**src/rtl/lzs_pkg.sv**
```systemverilog
`default_nettype none
// ============================================================================
//  Module      : lzs_pkg
//  Description : Shared token encodings, FSM states and code constants for
//                the LZS bitstream packer.
//  Revision    : 1.0  initial release
// ============================================================================
package lzs_pkg;

  typedef enum logic [1:0] {
    TOK_LIT   = 2'd0,
    TOK_MATCH = 2'd1,
    TOK_END   = 2'd2,
    TOK_RSVD  = 2'd3
  } tok_type_e;

  typedef enum logic [2:0] {
    S_IDLE  = 3'd0,
    S_TOKEN = 3'd1,
    S_LEN   = 3'd2,
    S_EXT   = 3'd3,
    S_FLUSH = 3'd4,
    S_END   = 3'd5
  } enc_state_e;

  localparam logic [8:0]  END_CODE        = 9'b110000000;
  localparam int unsigned SHORT_OFF_LIMIT = 128;
  localparam int unsigned MAX_CODE_W      = 13;

endpackage
`default_nettype wire

```
**src/rtl/encode_pack_bit_packer.sv**
```systemverilog
`default_nettype none
// ============================================================================
//  Module      : bit_packer
//  Description : Left-aligned bit accumulator; appends one right-aligned code
//                per cycle and drains one byte per cycle, with final padding.
//  Revision    : 1.0  initial release
// ============================================================================
module bit_packer #(
  parameter int ACC_W  = 24,
  parameter int BCNT_W = $clog2(ACC_W + 1)
) (
  input  logic              clk,
  input  logic              rst,
  input  logic              i_app_en,
  input  logic [3:0]        i_app_w,
  input  logic [12:0]       i_app_data,
  input  logic              i_flush,
  input  logic              i_fo_full,
  output logic [BCNT_W-1:0] o_bcnt,
  output logic [7:0]        o_out_data,
  output logic              o_out_valid
);

  logic [ACC_W-1:0]  r_acc;
  logic [BCNT_W-1:0] r_bcnt;
  logic              w_drain;
  logic              w_pad;
  logic [ACC_W-1:0]  w_acc_d;
  logic [BCNT_W-1:0] w_bcnt_d;
  logic [BCNT_W-1:0] w_shift;
  logic [ACC_W-1:0]  w_ins;
  logic [ACC_W-1:0]  w_acc_n;
  logic [BCNT_W-1:0] w_bcnt_n;

  always_comb begin
    w_drain  = (r_bcnt >= BCNT_W'(8)) && !i_fo_full;
    w_pad    = i_flush && (r_bcnt != '0) && (r_bcnt < BCNT_W'(8)) && !i_fo_full;
    w_acc_d  = r_acc;
    w_bcnt_d = r_bcnt;
    if (w_drain) begin
      w_acc_d  = r_acc << 8;
      w_bcnt_d = r_bcnt - BCNT_W'(8);
    end else if (w_pad) begin
      w_acc_d  = '0;
      w_bcnt_d = '0;
    end
    // The new code lands directly below the bits that survive the drain.
    w_shift  = BCNT_W'(ACC_W) - w_bcnt_d - BCNT_W'(i_app_w);
    w_ins    = {{(ACC_W-13){1'b0}}, i_app_data} << w_shift;
    w_acc_n  = i_app_en ? (w_acc_d | w_ins) : w_acc_d;
    w_bcnt_n = i_app_en ? (w_bcnt_d + BCNT_W'(i_app_w)) : w_bcnt_d;
  end

  always_ff @(posedge clk or posedge rst) begin
    if (rst) begin
      r_acc       <= '0;
      r_bcnt      <= '0;
      o_out_data  <= '0;
      o_out_valid <= 1'b0;
    end else begin
      r_acc       <= w_acc_n;
      r_bcnt      <= w_bcnt_n;
      o_out_valid <= w_drain || w_pad;
      if (w_drain || w_pad)
        o_out_data <= r_acc[ACC_W-1 -: 8];
    end
  end

  assign o_bcnt = r_bcnt;

endmodule
`default_nettype wire

```
**src/rtl/encode_pack.sv**
```systemverilog
`default_nettype none
// ============================================================================
//  Module      : encode_pack
//  Description : LZS token encoder; turns literal/match/end tokens into
//                MSB-first variable-width codes packed into bytes.
//  Revision    : 1.0  initial release
// ============================================================================
module encode_pack
  import lzs_pkg::*;
#(
  parameter int ACC_W = 24,
  parameter int LEN_W = 12
) (
  input  logic             clk,
  input  logic             rst,
  input  logic             ce_encode,
  input  logic             tok_valid,
  output logic             tok_ready,
  input  logic [1:0]       tok_type,
  input  logic [7:0]       tok_lit,
  input  logic [10:0]      tok_off,
  input  logic [LEN_W-1:0] tok_len,
  input  logic             fo_full,
  output logic [7:0]       out_data,
  output logic             out_valid,
  output logic             all_end
);

  localparam int BCNT_W = $clog2(ACC_W + 1);

  enc_state_e        r_state;
  logic [LEN_W-1:0]  r_len;
  logic              r_all_end;
  logic [BCNT_W-1:0] w_bcnt;
  logic              w_room;
  logic              w_accept;
  logic              w_app_en;
  logic [3:0]        w_app_w;
  logic [12:0]       w_app_data;
  logic [1:0]        w_len2;
  logic [1:0]        w_len5;

  assign w_room    = w_bcnt <= BCNT_W'(ACC_W - MAX_CODE_W);
  assign tok_ready = (r_state == S_TOKEN) && w_room;
  assign w_accept  = tok_valid && tok_ready;
  assign w_len2    = r_len[1:0] - 2'd2;
  assign w_len5    = r_len[1:0] - 2'd1;
  assign all_end   = r_all_end;

  always_comb begin
    w_app_en   = 1'b0;
    w_app_w    = 4'd0;
    w_app_data = 13'd0;
    case (r_state)
      S_TOKEN: begin
        if (w_accept) begin
          case (tok_type_e'(tok_type))
            TOK_LIT: begin
              w_app_en   = 1'b1;
              w_app_w    = 4'd9;
              w_app_data = {4'b0000, 1'b0, tok_lit};
            end
            TOK_MATCH: begin
              w_app_en = 1'b1;
              if (tok_off < 11'(SHORT_OFF_LIMIT)) begin
                w_app_w    = 4'd9;
                w_app_data = {4'b0000, 2'b11, tok_off[6:0]};
              end else begin
                w_app_w    = 4'd13;
                w_app_data = {2'b10, tok_off};
              end
            end
            TOK_END: begin
              w_app_en   = 1'b1;
              w_app_w    = 4'd9;
              w_app_data = {4'b0000, END_CODE};
            end
            default: ;
          endcase
        end
      end
      S_LEN: begin
        if (w_room) begin
          w_app_en = 1'b1;
          if (r_len <= LEN_W'(4)) begin
            w_app_w    = 4'd2;
            w_app_data = {11'd0, w_len2};
          end else if (r_len <= LEN_W'(7)) begin
            w_app_w    = 4'd4;
            w_app_data = {9'd0, 2'b11, w_len5};
          end else begin
            w_app_w    = 4'd4;
            w_app_data = {9'd0, 4'hF};
          end
        end
      end
      S_EXT: begin
        if (w_room) begin
          w_app_en   = 1'b1;
          w_app_w    = 4'd4;
          w_app_data = (r_len >= LEN_W'(15)) ? {9'd0, 4'hF} : {9'd0, r_len[3:0]};
        end
      end
      default: ;
    endcase
  end

  always_ff @(posedge clk or posedge rst) begin
    if (rst) begin
      r_state   <= S_IDLE;
      r_len     <= '0;
      r_all_end <= 1'b0;
    end else begin
      case (r_state)
        S_IDLE: if (ce_encode) r_state <= S_TOKEN;
        S_TOKEN: begin
          if (w_accept) begin
            if (tok_type_e'(tok_type) == TOK_MATCH) begin
              // Lengths below 2 are illegal; clamp so the code stays decodable.
              r_len   <= (tok_len < LEN_W'(2)) ? LEN_W'(2) : tok_len;
              r_state <= S_LEN;
            end else if (tok_type_e'(tok_type) == TOK_END) begin
              r_state <= S_FLUSH;
            end
          end
        end
        S_LEN: begin
          if (w_room) begin
            if (r_len >= LEN_W'(8)) begin
              r_len   <= r_len - LEN_W'(8);
              r_state <= S_EXT;
            end else begin
              r_state <= S_TOKEN;
            end
          end
        end
        S_EXT: begin
          if (w_room) begin
            if (r_len >= LEN_W'(15)) r_len <= r_len - LEN_W'(15);
            else                     r_state <= S_TOKEN;
          end
        end
        S_FLUSH: begin
          if (w_bcnt == '0) begin
            r_state   <= S_END;
            r_all_end <= 1'b1;
          end
        end
        S_END: begin
          if (!ce_encode) begin
            r_state   <= S_IDLE;
            r_all_end <= 1'b0;
          end
        end
        default: r_state <= S_IDLE;
      endcase
    end
  end

  bit_packer #(
    .ACC_W  (ACC_W),
    .BCNT_W (BCNT_W)
  ) u_bit_packer (
    .clk         (clk),
    .rst         (rst),
    .i_app_en    (w_app_en),
    .i_app_w     (w_app_w),
    .i_app_data  (w_app_data),
    .i_flush     (r_state == S_FLUSH),
    .i_fo_full   (fo_full),
    .o_bcnt      (w_bcnt),
    .o_out_data  (out_data),
    .o_out_valid (out_valid)
  );

endmodule
`default_nettype wire

```
**config.mk**
```make
export PLATFORM = sky130hd
export DESIGN_NAME = encode_pack
export DESIGN_NICKNAME = d
export VERILOG_FILES = /design/src/rtl/lzs_pkg.sv /design/src/rtl/encode_pack_bit_packer.sv /design/src/rtl/encode_pack.sv
export SDC_FILE = /design/constraint.sdc
export NUM_CORES = 1
export LEC_CHECK = 0
export CORE_MARGIN = 2
export CORE_UTILIZATION = 35
export DETAILED_ROUTE_END_ITERATION = 7
export SYNTH_ARGS = -nofsm -noshare
export SYNTH_HDL_FRONTEND = slang
export SYNTH_SLANG_ARGS = --single-unit
```
**constraint.sdc**
```tcl
create_clock -name clk -period 5.2 [get_ports clk]
set_input_delay 0.78 -clock clk [delete_from_list [all_inputs] [get_ports clk]]
set_output_delay 0.78 -clock clk [all_outputs]
set_load 0.005 [all_outputs]
```
==> flow_summary.toml, run 1 <==
[sta]
drv_slew = 0
setup_viol = 0
hold_viol_final = 0
rsz0062_at_grt = "false"
maxSlewHeadroom = 0.365
worst_pin_slew_ns = 0.948
min_period_ns = 4.62
fmax_ghz = 0.217
fin_crit_sh = 0.888
fin_tns_setup_ns = 0
fin_skew_ns = 0.00362

[power]
cellLeakagePower_uw = 0.00219
p_seq_frac = 0.210
sw_frac_of_total = 0.507
ir_worst_vdd_mv = 0.291
switchingPower_uw = 1690
p_comb_frac = 0.675
p_int_uw = 1640
cellPowerDensity_mw_per_mm2 = 629
clkPwrFrac = 0.115

[global_route]
overflow = 0
antenna_found_initial = 0
grt_pass1_wl_microns = 22400
grt_pass1_vias = 4175
grt_max_degree = 55
gr-usage-all-layers = 0.197

[layout]
syn_to_final_growth_pct = 17.3
fin_util = 0.420
n_antenna_cell = 0
drive_gt1_frac = 0.109
final_cell_area_sq_mm = 0.00530
fillers = 1316
final_cells = 748
finalNetCount = 633

[yosys]
synthTopCellsByCount = "nand2_1 (68), dfrtp_1 (54), o21ai_0 (34), a21oi_1 (31), inv_1 (26)"
synth_cell_types = 91
synthArstFlopShare = 1.00
ys_ff_latch = 54
synth.most_common_cell = "nand2_1"
syn_area_sq_mm = 0.00452
synthTopCellsByArea = "dfrtp_1 (30%), nand2_1 (5.7%), ha_1 (4.4%)"
ys_warn_count = 0
synthFlopType = "dfrtp_1"
syn_nets = 593
synthCells = 536
seq_area_frac_synth = 0.299
synth_top_area_share = 0.299
synth_edf_count = 0
yosys.area.top_type = "dfrtp_1"
syn-mean-instance-area_sq_um = 8.43

[placed_design]
place.gp.congestion = 0.940
placed_cells = 741
dp_hpwl_microns = 10000
port_buffers = 48
placedInstanceArea_sq_mm = 0.00514

[routing]
routedWlPerCell_microns = 18.0
initialDrtViolationCount = 447
dr_total_vias = 4365
vias_per_cell = 5.84
drc = 0
postRouteAntennaNets = 0
wl_microns = 13500
drt_first_pass_iters = 6

[worst_setup_path]
critPathRequiredTime_ns = 5.44
reg2reg_to = "u_bit_packer.r_acc[18]"
path_cells = "or4_1 > or4_4 > or3_1 > inv_1 > ha_1 > fa_1 > nand3b_1 > nand2_1 > xor2_1 > xnor2_1 > nand3_1 > o41ai_1 > a211o_1"
path_buf_inv = 1
worstSetupEndpointType = "flip-flop"
path_max_fanout = 8
start_kind = "flip-flop"
worst_path_largest_cell_delay_ns = 0.68
cp_top_family = "simple AND/OR/NAND/NOR gates"
reg2reg_from = "r_len[7]"
cpMaxStageDelayCell = "or4_1"
crit_type = "flip-flop to flip-flop"
r2r_slack_ns = 0.58
r2r_cells = 13
cp_data_arrival_time_ns = 4.86

[floorplanning]
io_pins = 49
start_util = 0.358
die_area_sq_mm = 0.0138
die_x_microns = 118
die_h_microns = 118
coreArea_sq_mm = 0.0126
std_cell_rows = 41

[clocking]
cts_buffers = 5
cts_hold_buf = 0
cts.reportedPaths.clkPinSlew_ns = 0.07
cts_buffer_depth = 2
post_cts_buffers = 0
cts_resized = 0
clkLatencyLatePin_ns = 0.30
cts_tree = "built"
ctsRootBufferMaster = "clkbuf_16"
cts_max_level = 2
cts_sinks = 54

[worst_hold_path]
min_from = "u_bit_packer.o_out_data[4]"
min-delay-path-class = "flip-flop to flip-flop"
min_path_cells = 2
min_to = "u_bit_packer.o_out_data[4]"

[run_status]
status = "finished, final reports clean"

[job]
max_cap_violations = 0
## layer usage
| metal | track usage | vias up | share of wire |
|---|---|---|---|
| met5 | 0 | - | 0 |
| met4 | 0.0550 | 0 | 0.016 |
| met3 | 0.0354 | 18 | 0.058 |
| met2 | 0.302 | 147 | 0.45 |
| met1 | 0.285 | 2107 | 0.48 |
| li1 | - | 2093 | - |
## power groups by stage
stage / clock network (uW) / registers, uW / logic [uW]
3_5_place_dp: 0 / 704 / 2200
2_1_floorplan: 0 / 658 / 1700
4_1_cts: 390 / 697 / 2220
6_report: 383 / 700 / 2250
5_1_grt: 406 / 724 / 2490
3_3_place_gp: 0 / 699 / 2190
## registers in the layout, indices dropped and copies added (netlist names)
name                      count
all_end                       1
u_bit_packer.o_out_data       8
r_len                        12
u_bit_packer.o_out_valid      1
r_state                       3
u_bit_packer.r_acc           24
u_bit_packer.o_bcnt           5
## cell usage in the layout, fill, tap and decap left out, types with 6 or more instances in the layout
master and n:
a31oi_1 9, nor4_1 9, a22oi_1 13, a21oi_1 31, nor3_1 21, xnor2_1 7
ha_1 16, nor2_1 25, dfrtp_1 54, inv_1 25, mux2i_1 10, o31ai_1 7
or3_1 6, a211oi_1 10, o21ai_0 34, nand3_1 15, buf_4 17, clkdlybuf4s50_1 48
nand2_1 68
## tightest hold or removal path: stages, from the launching register on
cell     delay (ns)
dfrtp_1        0.34
nand2_1        0.05
nand2_1        0.05
## how the worst max path moves through the flow
stage               startpoint                     end  slack [ns]  cells after the start
floorplan             r_len[7]  u_bit_packer.r_acc[21]        1.14                     17
global placement    tok_off[9]  u_bit_packer.r_acc[18]        0.49                     14
detailed placement  tok_off[9]  u_bit_packer.r_acc[18]        0.38                     14
CTS                   r_len[7]  u_bit_packer.r_acc[18]        0.60                     13
global route          r_len[7]  u_bit_packer.r_acc[14]        0.25                     14
finish                r_len[7]  u_bit_packer.r_acc[18]        0.58                     13
## metrics by stage
stage	total power, uW	setup slack (ns)	hold WS [ns]
4_1_cts	3300	0.601	0.483
5_1_grt	3620	0.252	0.502
3_3_place_gp	2890	0.490	0.457
6_report	3330	0.583	0.479
3_5_place_dp	2900	0.378	0.466
2_1_floorplan	2360	1.14	0.438
## logic make-up after synthesis
family,after synthesis,share of synthesized area
xor gates and xnor gates,10,0.0194
muxes,16,0.0396
buffers and inverters,60,0.0684
adders and majority gates,19,0.0576
and+or+nand+nor,192,0.224
DFF,54,0.299
AOI/OAI and AO/OA,185,0.292
## cell type report
type	count	area, sq um	area share
Timing Repair Buffer	65	608	0.115
Inverter	28	105	0.0198
Clock buffer	5	125	0.0236
Sequential cell	54	1350	0.255
Clock inverter	2	38.8	0.00732
Multi-Input combinational cell	422	2860	0.539
Tap cell	172	215	0.0406
Note: power is estimated with default switching activity, not from simulation.
==> inputs of run 2 (changes only) <==
- RECOVER_POWER: unset -> 25
- clock period: 5.2 -> 3.8 ns (I/O delays scaled with it)
==> flow_summary.toml, run 2 (synthesized netlist as in run 1, its figures left out) <==
[sta]
worst_pin_slew_ns = 0.948
maxSlewHeadroom = 0.367
fmax_ghz = 0.255
drv_slew = 0
fin_crit_sh = 1.03
setup_viol = 13
fin_tns_setup_ns = -0.703
min_period_ns = 3.92
layout_setup_ws_ns = -0.121
fin_skew_ns = 0.0118
hold_viol_final = 0
rsz0062_at_grt = "true"

[layout]
n_antenna_cell = 0
largest_reg_flops = 24
fin_util = 0.497
fillers = 1247
drive_gt1_frac = 0.285
layout_common_cells = "buf_4 (97), nand2_1 (65), dfrtp_1 (54), clkdlybuf4s50_1 (47), a21oi_1 (30)"
largestRegisters = "u_bit_packer.r_acc: 24 flops, r_len: 12 flops, u_bit_packer.o_out_data: 8 flops"
final_common_cell = "buf_4"
top_register = "u_bit_packer.r_acc"
final_cell_area_sq_mm = 0.00627
syn_to_final_growth_pct = 38.9
final_cells = 839
finalNetCount = 723

[routing]
drt_first_pass_iters = 7
routedWlPerCell_microns = 18.3
initialDrtViolationCount = 409
vias_per_cell = 5.68
postRouteAntennaNets = 0
wl_microns = 15400
drc = 0
dr_total_vias = 4767

[power]
cellLeakagePower_uw = 0.00271
ir_worst_vdd_mv = 0.555
cellPowerDensity_mw_per_mm2 = 968
finalPower_uw = 6070

[global_route]
grt_pass1_vias = 4534
overflow = 0
gr-usage-all-layers = 0.218
grt_max_degree = 34
grt_pass1_wl_microns = 24600
antenna_found_initial = 0

[floorplanning]
die_x_microns = 118
start_util = 0.358
die_area_sq_mm = 0.0138
std_cell_rows = 41
die_h_microns = 118
coreArea_sq_mm = 0.0126
io_pins = 49

[clocking]
cts_tree = "built"
cts_buffer_depth = 2
cts_buffers = 5
clkLatencyLatePin_ns = 0.31
cts_max_level = 2
cts_sinks = 54
cts.reportedPaths.clkPinSlew_ns = 0.09
ctsRootBufferMaster = "clkbuf_16"
cts_hold_buf = 0

[placed_design]
port_buffers = 48
dp_hpwl_microns = 11700
place.gp.congestion = 0.973
placed_cells = 823
placedInstanceArea_sq_mm = 0.00584

[worst_setup_path]
path_max_fanout = 6
crit_type = "flip-flop to flip-flop"
worstSetupEndpointType = "flip-flop"
start_kind = "flip-flop"
critPathRequiredTime_ns = 3.98
cp_data_arrival_time_ns = 4.10

[run_status]
status = "complete, but fails checks"
violations = "negative setup slack"

[job]
max_cap_violations = 0

[worst_hold_path]
min-delay-path-class = "flip-flop to flip-flop"
## run 2: layout make-up
class / instances / area, sq um / share of cell area
Clock inverter: 3 / 28.8 / 0.00459
Inverter: 28 / 105 / 0.0167
Tap cell: 172 / 215 / 0.0343
Multi-Input combinational cell: 422 / 3130 / 0.498
Timing Repair Buffer: 155 / 1320 / 0.211
Clock buffer: 5 / 125 / 0.0199
Sequential cell: 54 / 1350 / 0.215
## run 2: what timing repair did
item | 4_1_cts | 5_1_grt
gates resized for setup | 24 | 27
setup buffers | 3 | 5
setup endpoints to repair | 20 | 24
pin swaps | 20 | 11
## run 2: per-layer routing
layer  global-route usage  up-vias  wire length, microns
li1                     -     2279                     -
met4               0.0422        0                   162
met1                0.320     2312                  7330
met3               0.0325       12                   910
met2                0.340      164                  6950
met5                    0        -                     0
## run 2: through the flow
step	hold slack (ns)	worst slack, ns
final	0.484	-0.121
after global routing	0.507	-0.264
after CTS	0.483	-0.119
after detailed placement	0.463	-0.241
after global placement	0.459	-0.161
after floorplan	0.438	-0.0791
## run 2: path summary, 6_finish.rpt
check | from | endpoint | slack [ns] | depth (start not counted)
max | r_len[11] | u_bit_packer.r_acc[21] | -0.12 | 14
max in group asynchronous | rst | u_bit_packer.o_bcnt[1] | 1.52 | 3
min | u_bit_packer.r_acc[6] | u_bit_packer.r_acc[6] | 0.48 | 2
min in group asynchronous | rst | r_len[1] | 0.91 | 2
min reg2reg | u_bit_packer.r_acc[6] | u_bit_packer.r_acc[6] | 0.48 | 2
max reg2reg | r_len[11] | u_bit_packer.r_acc[21] | -0.12 | 14
## run 2: power breakdown
| group | switching [uW] | internal [uW] |
|---|---|---|
| clock | 247 | 253 |
| combinational | 2550 | 2130 |
| sequential | 131 | 759 |
| total | 2930 | 3140 |
## run 2: critical path, stage by stage (launching register included)
cell,delay [ns]
dfrtp_1,0.41
or4_4,0.55
or4_4,0.53
or3_4,0.36
inv_2,0.07
ha_4,0.13
inv_2,0.04
ha_4,0.16
fa_2,0.64
buf_6,0.14
nor4_1,0.06
a211oi_2,0.19
inv_1,0.10
a222oi_1,0.28
o21ai_1,0.12
